[config.mk]
export PLATFORM = sky130hd
export DESIGN_NAME = multi_attempt_lock
export DESIGN_NICKNAME = d
export VERILOG_FILES = /design/src/rtl/lock_pkg.sv /design/src/rtl/key_press_detector.sv /design/src/rtl/multi_attempt_lock.sv
export SDC_FILE = /design/constraint.sdc
export NUM_CORES = 1
export LEC_CHECK = 0
export BUFFER_PORTS_ARGS = -buffer_cell sky130_fd_sc_hd__buf_4
export CAP_MARGIN = 40
export CORE_UTILIZATION = 30
export CTS_CLUSTER_DIAMETER = 80
export CTS_CLUSTER_SIZE = 8
export DETAILED_ROUTE_END_ITERATION = 10
export PLACE_DENSITY_LB_ADDON = 0.25
export SLEW_MARGIN = 30
export SYNTH_ARGS = -nofsm -noshare
export SYNTH_HDL_FRONTEND = slang
export SYNTH_SLANG_ARGS = --single-unit
[constraint.sdc]
create_clock -name clock_i -period 2.87 [get_ports clock_i]
set_input_delay 0.1435 -clock clock_i [delete_from_list [all_inputs] [get_ports clock_i]]
set_output_delay 0.1435 -clock clock_i [all_outputs]
set_load 0.05 [all_outputs]
[src/rtl/lock_pkg.sv]
// lock_pkg: state encoding and width helper shared by the multi-attempt lock.
package lock_pkg;
  typedef enum logic [2:0] {
    LOCKED   = 3'd0,
    ENTER    = 3'd1,
    CHECK    = 3'd2,
    UNLOCKED = 3'd3,
    PROGRAM  = 3'd4,
    LOCKOUT  = 3'd5
  } state_e;
  function automatic int width_of(input int n);
    return n > 1 ? $clog2(n) : 1;
  endfunction
endpackage

[src/rtl/key_press_detector.sv]
// key_press_detector: synchronises active-low keys and pulses once per clean single-button press.
module key_press_detector #(
  parameter int KEY_COUNT = 4,
  parameter int DW        = 2
) (
  input  logic                 clock_i,
  input  logic                 reset_i,
  input  logic [KEY_COUNT-1:0] key_i,
  output logic                 press_event_o,
  output logic [DW-1:0]        press_digit_o
);
  logic [KEY_COUNT-1:0] s1_q, s2_q, prev_q, held;
  always_ff @(posedge clock_i) begin
    if (!reset_i) begin
      s1_q   <= '1;
      s2_q   <= '1;
      prev_q <= '1;
    end else begin
      s1_q   <= key_i;
      s2_q   <= s1_q;
      prev_q <= s2_q;
    end
  end
  assign held = ~s2_q;
  // fires only on the step from all-released to exactly one button down
  assign press_event_o = &prev_q && held != '0 && (held & (held - 1'b1)) == '0;
  always_comb begin
    press_digit_o = '0;
    for (int i = 0; i < KEY_COUNT; i++)
      if (held[i]) press_digit_o = DW'(i);
  end
endmodule

[src/rtl/multi_attempt_lock.sv]
// multi_attempt_lock: code lock with attempt counting, timed lockout, entry timeout
// and re-programmable code.
module multi_attempt_lock import lock_pkg::*; #(
  parameter int SEQ_LEN         = 4,
  parameter int KEY_COUNT       = 4,
  parameter int CLOCK_FREQUENCY = 50000000,
  parameter int TIMEOUT_SECONDS = 10,
  parameter int MAX_ATTEMPTS    = 3,
  parameter int LOCKOUT_SECONDS = 30,
  parameter logic [SEQ_LEN*width_of(KEY_COUNT)-1:0] DEFAULT_CODE = '0
) (
  input  logic                                 clock_i,
  input  logic                                 reset_i,
  input  logic [KEY_COUNT-1:0]                 key_i,
  input  logic                                 program_i,
  output logic                                 lock_o,
  output logic                                 lockout_o,
  output logic                                 timeout_error_o,
  output logic [width_of(MAX_ATTEMPTS+1)-1:0]  attempts_left_o,
  output logic [width_of(SEQ_LEN+1)-1:0]       bit_number_o,
  output logic [width_of(KEY_COUNT)-1:0]       last_digit_o,
  output logic [2:0]                           state_o
);
  localparam int DW = width_of(KEY_COUNT);
  localparam int AW = width_of(MAX_ATTEMPTS + 1);
  localparam int BW = width_of(SEQ_LEN + 1);
  localparam int CW = SEQ_LEN * DW;
  localparam int SW = width_of((TIMEOUT_SECONDS > LOCKOUT_SECONDS ? TIMEOUT_SECONDS : LOCKOUT_SECONDS) + 1);
  localparam int PW = width_of(CLOCK_FREQUENCY);
  state_e state_q, state_d;
  logic [BW-1:0] bit_q, bit_d, idx;
  logic [AW-1:0] att_q, att_d;
  logic [CW-1:0] buf_q, buf_d, code_q, code_d, wbuf;
  logic [DW-1:0] last_q, last_d, press_digit;
  logic [PW-1:0] pre_q;
  logic [SW-1:0] secs_q;
  logic terr_q, terr_d, press_event, accept, done, tick, expire, reload;
  key_press_detector #(.KEY_COUNT(KEY_COUNT), .DW(DW)) u_kpd (
    .clock_i       (clock_i),
    .reset_i       (reset_i),
    .key_i         (key_i),
    .press_event_o (press_event),
    .press_digit_o (press_digit)
  );
  assign tick   = pre_q == PW'(CLOCK_FREQUENCY - 1);
  assign expire = tick && secs_q <= SW'(1);
  assign accept = press_event && state_q != CHECK && state_q != LOCKOUT;
  // ENTER and PROGRAM share one capture buffer; the PROGRAM copy is the shadow code
  always_comb begin
    idx  = (state_q == LOCKED || state_q == UNLOCKED) ? '0 : bit_q;
    done = idx + 1'b1 == BW'(SEQ_LEN);
    wbuf = buf_q;
    for (int i = 0; i < SEQ_LEN; i++)
      if (BW'(i) == idx) wbuf[i*DW +: DW] = press_digit;
  end
  always_comb begin
    state_d = state_q;
    bit_d   = bit_q;
    att_d   = att_q;
    buf_d   = buf_q;
    code_d  = code_q;
    terr_d  = 1'b0;
    last_d  = accept ? press_digit : last_q;
    case (state_q)
      LOCKED, ENTER:
        if (accept) begin
          buf_d   = wbuf;
          bit_d   = idx + 1'b1;
          state_d = done ? CHECK : ENTER;
        end else if (state_q == ENTER && expire) begin
          bit_d   = '0;
          terr_d  = 1'b1;
          state_d = LOCKED;
        end
      CHECK: begin
        bit_d = '0;
        if (buf_q == code_q) begin
          att_d   = AW'(MAX_ATTEMPTS);
          state_d = UNLOCKED;
        end else begin
          att_d   = att_q - AW'(att_q != '0);
          state_d = att_q <= AW'(1) ? LOCKOUT : LOCKED;
        end
      end
      UNLOCKED, PROGRAM:
        if (accept && (program_i || state_q == PROGRAM)) begin
          buf_d   = wbuf;
          bit_d   = done ? '0 : idx + 1'b1;
          code_d  = done ? wbuf : code_q;
          state_d = done ? LOCKED : PROGRAM;
        end else if (accept) begin
          state_d = LOCKED;
        end else if (state_q == PROGRAM && expire) begin
          bit_d   = '0;
          terr_d  = 1'b1;
          state_d = UNLOCKED;
        end
      LOCKOUT:
        if (expire) begin
          att_d   = AW'(MAX_ATTEMPTS);
          state_d = LOCKED;
        end
      default: state_d = LOCKED;
    endcase
    reload = accept || (state_d != state_q && (state_d == ENTER || state_d == PROGRAM || state_d == LOCKOUT));
  end
  always_ff @(posedge clock_i) begin
    if (!reset_i) begin
      state_q <= LOCKED;
      bit_q   <= '0;
      att_q   <= AW'(MAX_ATTEMPTS);
      buf_q   <= '0;
      code_q  <= DEFAULT_CODE;
      last_q  <= '0;
      terr_q  <= 1'b0;
      pre_q   <= '0;
      secs_q  <= '0;
    end else begin
      state_q <= state_d;
      bit_q   <= bit_d;
      att_q   <= att_d;
      buf_q   <= buf_d;
      code_q  <= code_d;
      last_q  <= last_d;
      terr_q  <= terr_d;
      pre_q   <= (reload || tick) ? '0 : pre_q + 1'b1;
      secs_q  <= reload ? (state_d == LOCKOUT ? SW'(LOCKOUT_SECONDS) : SW'(TIMEOUT_SECONDS))
                        : secs_q - SW'(tick && secs_q != '0);
    end
  end
  assign lock_o          = !(state_q == UNLOCKED || state_q == PROGRAM);
  assign lockout_o       = state_q == LOCKOUT;
  assign timeout_error_o = terr_q;
  assign attempts_left_o = att_q;
  assign bit_number_o    = bit_q;
  assign last_digit_o    = last_q;
  assign state_o         = state_q;
endmodule

==> results of run 1 <==
## how the worst min path moves through the flow
stage	start	slack, ns	endpoint	cells past startpoint
detailed placement	key_i[0]	0.33	u_kpd.s1_q[0]	2
global placement	key_i[3]	0.33	u_kpd.s1_q[3]	2
floorplan	reset_i	0.22	u_kpd.prev_q[0]	1
CTS	reset_i	0.10	u_kpd.prev_q[2]	2
global route	reset_i	0.11	attempts_left_o[0]	2
finish	reset_i	0.12	attempts_left_o[0]	2
## through the flow
step	cells	TNS, ns	hold WS, ns	cell area (um2)
2_1_floorplan	375	0	0.217	3350
3_3_place_gp	539	0	0.325	3740
3_5_place_dp	539	-0.0482	0.331	3740
4_1_cts	559	0	0.100	4030
5_1_grt	568	-0.660	0.114	4210
6_report	568	0	0.119	4210
## layer usage
metal / part of all wire (%) / vias to the layer above / global-route usage, %
met4: 1.2 / 0 / 6.85
met5: 0 / - / 0
li1: - / 1399 / -
met1: 51 / 1301 / 18.5
met3: 2.5 / 7 / 3.22
met2: 45 / 33 / 21.2
## critical path, stage by stage (launching register included)
cell and delay, ns:
dfxtp_2 0.33, or4b_1 0.50, or4_4 0.46, nor4b_4 0.39
a21oi_1 0.11, a21o_1 0.20, o311ai_4 0.38, buf_4 0.19
buf_8 0.13, nor3_2 0.04
## synth_stat cells (all sizes together) (6+ instances only)
library cell / instances / share of area (%)
ha: 9 / 3.4
mux2: 6 / 2.0
nand2: 28 / 3.2
xor2: 16 / 4.2
mux2i: 14 / 4.2
xnor2: 22 / 5.8
dfxtp: 70 / 42
inv: 11 / 1.2
clkbuf: 10 / 1.1
nor3: 24 / 3.8
nand4: 9 / 1.7
o21ai: 10 / 1.5
nand3: 20 / 3.0
nand2b: 12 / 2.3
a21oi: 11 / 1.7
nor2: 50 / 5.7
## state kept, by name, summed over array words and instances (netlist names)
register / flops
attempts_left_o: 2
bit_number_o: 3
buf_q: 8
code_q: 8
last_digit_o: 2
pre_q: 26
secs_q: 5
state_o: 3
timeout_error_o: 1
u_kpd.prev_q: 4
u_kpd.s1_q: 4
u_kpd.s2_q: 4
## area by class of cell
| type | count | share of cell area [%] |
|---|---|---|
| inverter | 11 | 0.981 |
| clock buffer | 10 | 3.54 |
| sequential | 70 | 33.5 |
| tap | 140 | 4.16 |
| clock inverter | 6 | 2.17 |
| multi-input combinational | 281 | 45.9 |
| timing repair buffer | 50 | 9.78 |
## power breakdown
part	internal [mW]	switching [mW]	leakage, nW
sequential	0.996	0.0198	0.571
combinational	0.130	0.171	0.985
clock	0.547	0.398	0.122
total	1.67	0.589	1.68
## what timing repair did
| item | in CTS | in global routing |
|---|---|---|
| hold buffers | 4 | 0 |
| gates cloned | 0 | 2 |
| hold endpoints to repair | 4 | 0 |
| pin swaps | 2 | 17 |
| setup endpoints to repair | 3 | 31 |
| buffers inserted | 0 | 6 |
| gates resized for setup | 1 | 27 |
## logic make-up (layout without fill, tap and decap cells)
kind of cell	count (synthesis)	in the layout	share of synthesized area, %
simple gates	174	174	27.1
flops	70	70	42.2
compound gates	40	40	7.99
xor+xnor	38	38	10.0
buf+inv	24	77	3.09
mux	20	20	6.25
fa+ha+maj	9	9	3.39
==> impl_metrics.py, run 1 <==
metrics = {
    "status": {
        "status": "finished clean",
    },
    "worst_setup_path": {
        "r2r-end": "pre_q[13]",
        "r2r_slack_ns": 0.03,
        "critPathMaxFanout": 7,
        "crit_type": "reg2reg",
        "regToRegStartpoint": "pre_q[24]",
        "cp.arrival_ns": 3.07,
        "cp.required_ns": 3.10,
        "cp-end-kind": "flip-flop",
        "crit_path_start": "pre_q[24]",
        "crit_path_end": "pre_q[13]",
        "r2r_cells": 9,
        "worstSetupStartpointType": "flip-flop",
    },
    "final_layout": {
        "mostFrequentLayoutCell": "dfxtp_1",
        "multi_input_area_mm2": 0.00193,
        "fin_util_pct": 39.0,
        "syn_to_final_growth_pct": 26.8,
        "register_area_mm2": 0.00141,
        "fillCellCount": 1079,
        "nets": 439,
        "antennaDiodeCount": 0,
        "drive_gt1_share_pct": 23.4,
        "layout_common_cells": "66 x dfxtp_1, 48 x nor2_1, 42 x buf_4, 26 x nand2_1, 22 x xnor2_1",
    },
    "logic_synthesis": {
        "syn_area_per_cell_um2": 8.86,
        "synth_flop_cell": "dfxtp_1",
        "synth_edf_count": 0,
        "ys_seq_area_share_pct": 42.2,
        "synthCells": 375,
        "synth-seq-cells": 70,
        "synth_fp_nets": 391,
        "syn_area_mm2": 0.00332,
        "ys_types": 51,
        "ys_async_sr_fraction_pct": 0,
        "yosys_warnings": 0,
    },
    "sta": {
        "report.final.slew_viol_count": 0,
        "worst_slack_ns": 0.0297,
        "max_slew.worst_pin.slew_ns": 0.672,
        "rsz0062_at_grt": "true",
        "max_freq_ghz": 0.352,
        "relSlewSlack_pct": 55.1,
        "setup_viol": 0,
        "hold_viol": 0,
        "skew_ns": 0.0153,
        "fin_crit_sh_pct": 99.0,
        "period_needed_ns": 2.84,
    },
    "clocking": {
        "tritoncts": "yes",
        "cts_sinks": 70,
        "cts_root_buf": "clkbuf_8",
        "clock_path_buffers": 2,
        "h-tree-depth": 3,
        "worstSkewPairLatency_ns": 0.35,
        "cts_buffers": 9,
        "clk_pin_slew_ns": 0.09,
    },
    "floorplan": {
        "ioPinCount": 20,
        "fp.dieW_um": 107,
        "start_util_pct": 30.8,
        "die_h_um": 107,
        "core_area_mm2": 0.0108,
        "rows": 38,
        "dieArea_mm2": 0.0115,
    },
    "routing": {
        "drcViolationCount": 0,
        "totalWireLength_um": 7610,
        "num_vias": 2740,
        "wl_per_cell_um": 13.4,
        "antenna_left": 0,
        "drt_iter0_drc": 74,
        "first_pass_iters": 5,
        "viasPerCell": 4.82,
    },
    "global_routing": {
        "grt_pass1_wl_um": 12400,
        "grt_max_degree": 30,
        "gr-total-overflow": 0,
        "grt_pass1_vias": 2620,
        "grt_use_total_pct": 13.9,
        "antenna_found_initial": 0,
    },
    "placed_design": {
        "gp_congestion": 0.827,
        "dpl_worst_slack_ns": -0.0286,
        "dp_hpwl_um": 5140,
        "port_buffers": 19,
    },
    "hold_path": {
        "hp-class": "in2reg",
    },
    "power": {
        "ir_drop_mv": 0.345,
        "p_leak_nw": 1.68,
        "power_mw": 2.26,
        "power_density_mw_per_mm2": 537,
    },
    "run": {
        "cap_violations": 0,
    },
}
No activity file was read; power rests on OpenSTA's default activity.
==> run 2: changes to the inputs <==
--- a/config.mk
+++ b/config.mk
@@ -7,6 +7,7 @@
 export LEC_CHECK = 0
 export BUFFER_PORTS_ARGS = -buffer_cell sky130_fd_sc_hd__buf_4
 export CAP_MARGIN = 40
+export CORE_MARGIN = 8
 export CORE_UTILIZATION = 30
 export CTS_CLUSTER_DIAMETER = 80
 export CTS_CLUSTER_SIZE = 8
==> run 2 against run 1 <==
Against the previous run:
- cell count shrank 0.70%
- sequential cell count is the same
- die area grew 28%
- combinational power shrank 4%
- via count shrank 0.47%
- clock power shrank 12%
- register-to-register slack is essentially flat
- sequential share of layout area grew 0.69 points
- setup slack lost 0.0015 ns
- critical path depth shrank 1
- total power shrank 5.5%
- critical endpoint is now pre_q[3]
- largest cell class unchanged
==> impl_metrics.py, run 2 (same netlist as run 1, synthesis figures left out) <==
metrics = {
    "clocking": {
        "cts_buffers": 9,
        "worstSkewPairLatency_ns": 0.34,
        "clock_path_buffers": 2,
        "clk_pin_slew_ns": 0.08,
        "tritoncts": "yes",
        "cts_root_buf": "clkbuf_8",
        "cts_sinks": 70,
        "h-tree-depth": 3,
    },
    "floorplan": {
        "fp.dieW_um": 121,
        "rows": 38,
        "start_util_pct": 30.6,
        "ioPinCount": 20,
        "die_h_um": 121,
        "core_area_mm2": 0.0108,
        "dieArea_mm2": 0.0147,
    },
    "status": {
        "status": "finished clean",
    },
    "sta": {
        "setup_tns_ns": 0,
        "report.final.slew_viol_count": 0,
        "skew_ns": 0.0120,
        "setup_viol": 0,
        "fin_crit_sh_pct": 99.0,
        "max_slew.worst_pin.slew_ns": 0.656,
        "hold_viol": 0,
        "max_freq_ghz": 0.352,
        "rsz0062_at_grt": "true",
        "relSlewSlack_pct": 56.2,
        "period_needed_ns": 2.84,
    },
    "worst_setup_path": {
        "cp.arrival_ns": 3.06,
        "worstSetupStartpointType": "flip-flop",
        "critPathMaxFanout": 8,
        "crit_chain": "or4b_1 -> or4_4 -> nor4b_4 -> a21oi_2 -> a21o_1 -> o311ai_4 -> clkbuf_16 -> nor3_2",
        "max_stage_delay_ns": 0.51,
        "cp.required_ns": 3.09,
        "crit_path_top_delay_cell": "or4b_1",
        "cp-end-kind": "flip-flop",
        "crit_type": "reg2reg",
    },
    "final_layout": {
        "nets": 435,
        "design_area_mm2": 0.00414,
        "largest-register": "pre_q",
        "fin_util_pct": 38.2,
        "stdcell_count": 564,
        "mostFrequentLayoutCell": "dfxtp_1",
        "drive_gt1_share_pct": 22.2,
        "syn_to_final_growth_pct": 24.6,
        "largestRegisters": "pre_q x26, buf_q x8, code_q x8",
        "antennaDiodeCount": 0,
        "layout_common_cells": "63 x dfxtp_1, 48 x nor2_1, 38 x buf_4, 27 x nand2_1, 22 x xnor2_1",
        "largest_reg_flops": 26,
    },
    "global_routing": {
        "grt_use_total_pct": 10.4,
        "grt_pass1_wl_um": 12300,
        "grt_max_degree": 30,
        "gr-total-overflow": 0,
        "antenna_found_initial": 0,
        "grt_pass1_vias": 2597,
    },
    "routing": {
        "drcViolationCount": 0,
        "viasPerCell": 4.84,
        "drt_iter0_drc": 91,
        "wl_per_cell_um": 13.4,
        "antenna_left": 0,
        "totalWireLength_um": 7540,
        "first_pass_iters": 6,
        "num_vias": 2727,
    },
    "placed_design": {
        "placed_cells": 539,
        "dp_hpwl_um": 5170,
        "gp_congestion": 0.852,
        "port_buffers": 19,
        "postPlaceCellArea_mm2": 0.00374,
    },
    "power": {
        "power_mw": 2.14,
        "p_leak_nw": 1.65,
        "ir_drop_mv": 0.204,
        "power_density_mw_per_mm2": 517,
    },
    "run": {
        "cap_violations": 0,
    },
    "hold_path": {
        "hp-class": "in2reg",
    },
}
run 2: changes by cell type in the layout (fill, tap and decap cells not counted), sizes merged:
cell,before,now
inv,12,11
clkbuf,12,13
clkinvlp,0,1
buf,44,40
bufinv,2,1
run 2: area by class of cell:
cell class,instances,area [um2]
Sequential cell,70,1420
Fill cell,1110,6700
Multi-Input combinational cell,281,1920
Tap cell,140,175
Timing Repair Buffer,46,378
Clock buffer,11,153
Clock inverter,5,56.3
Inverter,11,41.3
run 2: power breakdown:
part	leakage [nW]	total [mW]	switching (mW)	internal, mW
logic	0.969	0.288	0.171	0.117
clock network	0.104	0.833	0.380	0.453
registers	0.572	1.02	0.0197	0.996
run 2: layer usage:
layer | part of all wire (%) | global-route usage (%) | routed length, um
met5 | 0 | 0 | 0
met4 | 2.1 | 5.78 | 156
met3 | 2.4 | 2.51 | 183
met2 | 46 | 15.8 | 3450
met1 | 50 | 13.2 | 3750
run 2: repair_timing:
action / 4_1_cts / 5_1_grt
hold buffers: 4 / 0
buffers inserted: 0 / 2
pin swaps: 2 / 10
setup endpoints to repair: 2 / 30
gates resized for setup: 1 / 24
hold endpoints to repair: 4 / 0
cloned: 0 / 2
run 2: final timing paths:
kind | from | endpoint | slack [ns] | depth (start not counted)
max | pre_q[9] | pre_q[3] | 0.03 | 8
min | reset_i | attempts_left_o[0] | 0.12 | 2
max reg2reg | pre_q[9] | pre_q[3] | 0.03 | 8
min reg2reg | u_kpd.s1_q[3] | u_kpd.s2_q[3] | 0.41 | 1
run 2: stage by stage:
step                hold WS [ns]  worst slack (ns)
finish                     0.121            0.0281
CTS                        0.107            0.0209
global route               0.140           -0.0724
global placement           0.325            0.0507
floorplan                  0.217           0.00831
detailed placement         0.329            0.0160
run 2: critical path, delay by kind of cell (launching register included):
kind	cells	cell delay (ns)
AO/OA/AOI/OAI	3	0.72
buffers and inverters	1	0.25
flip-flops	1	0.32
AND/OR/NAND/NOR	4	1.42
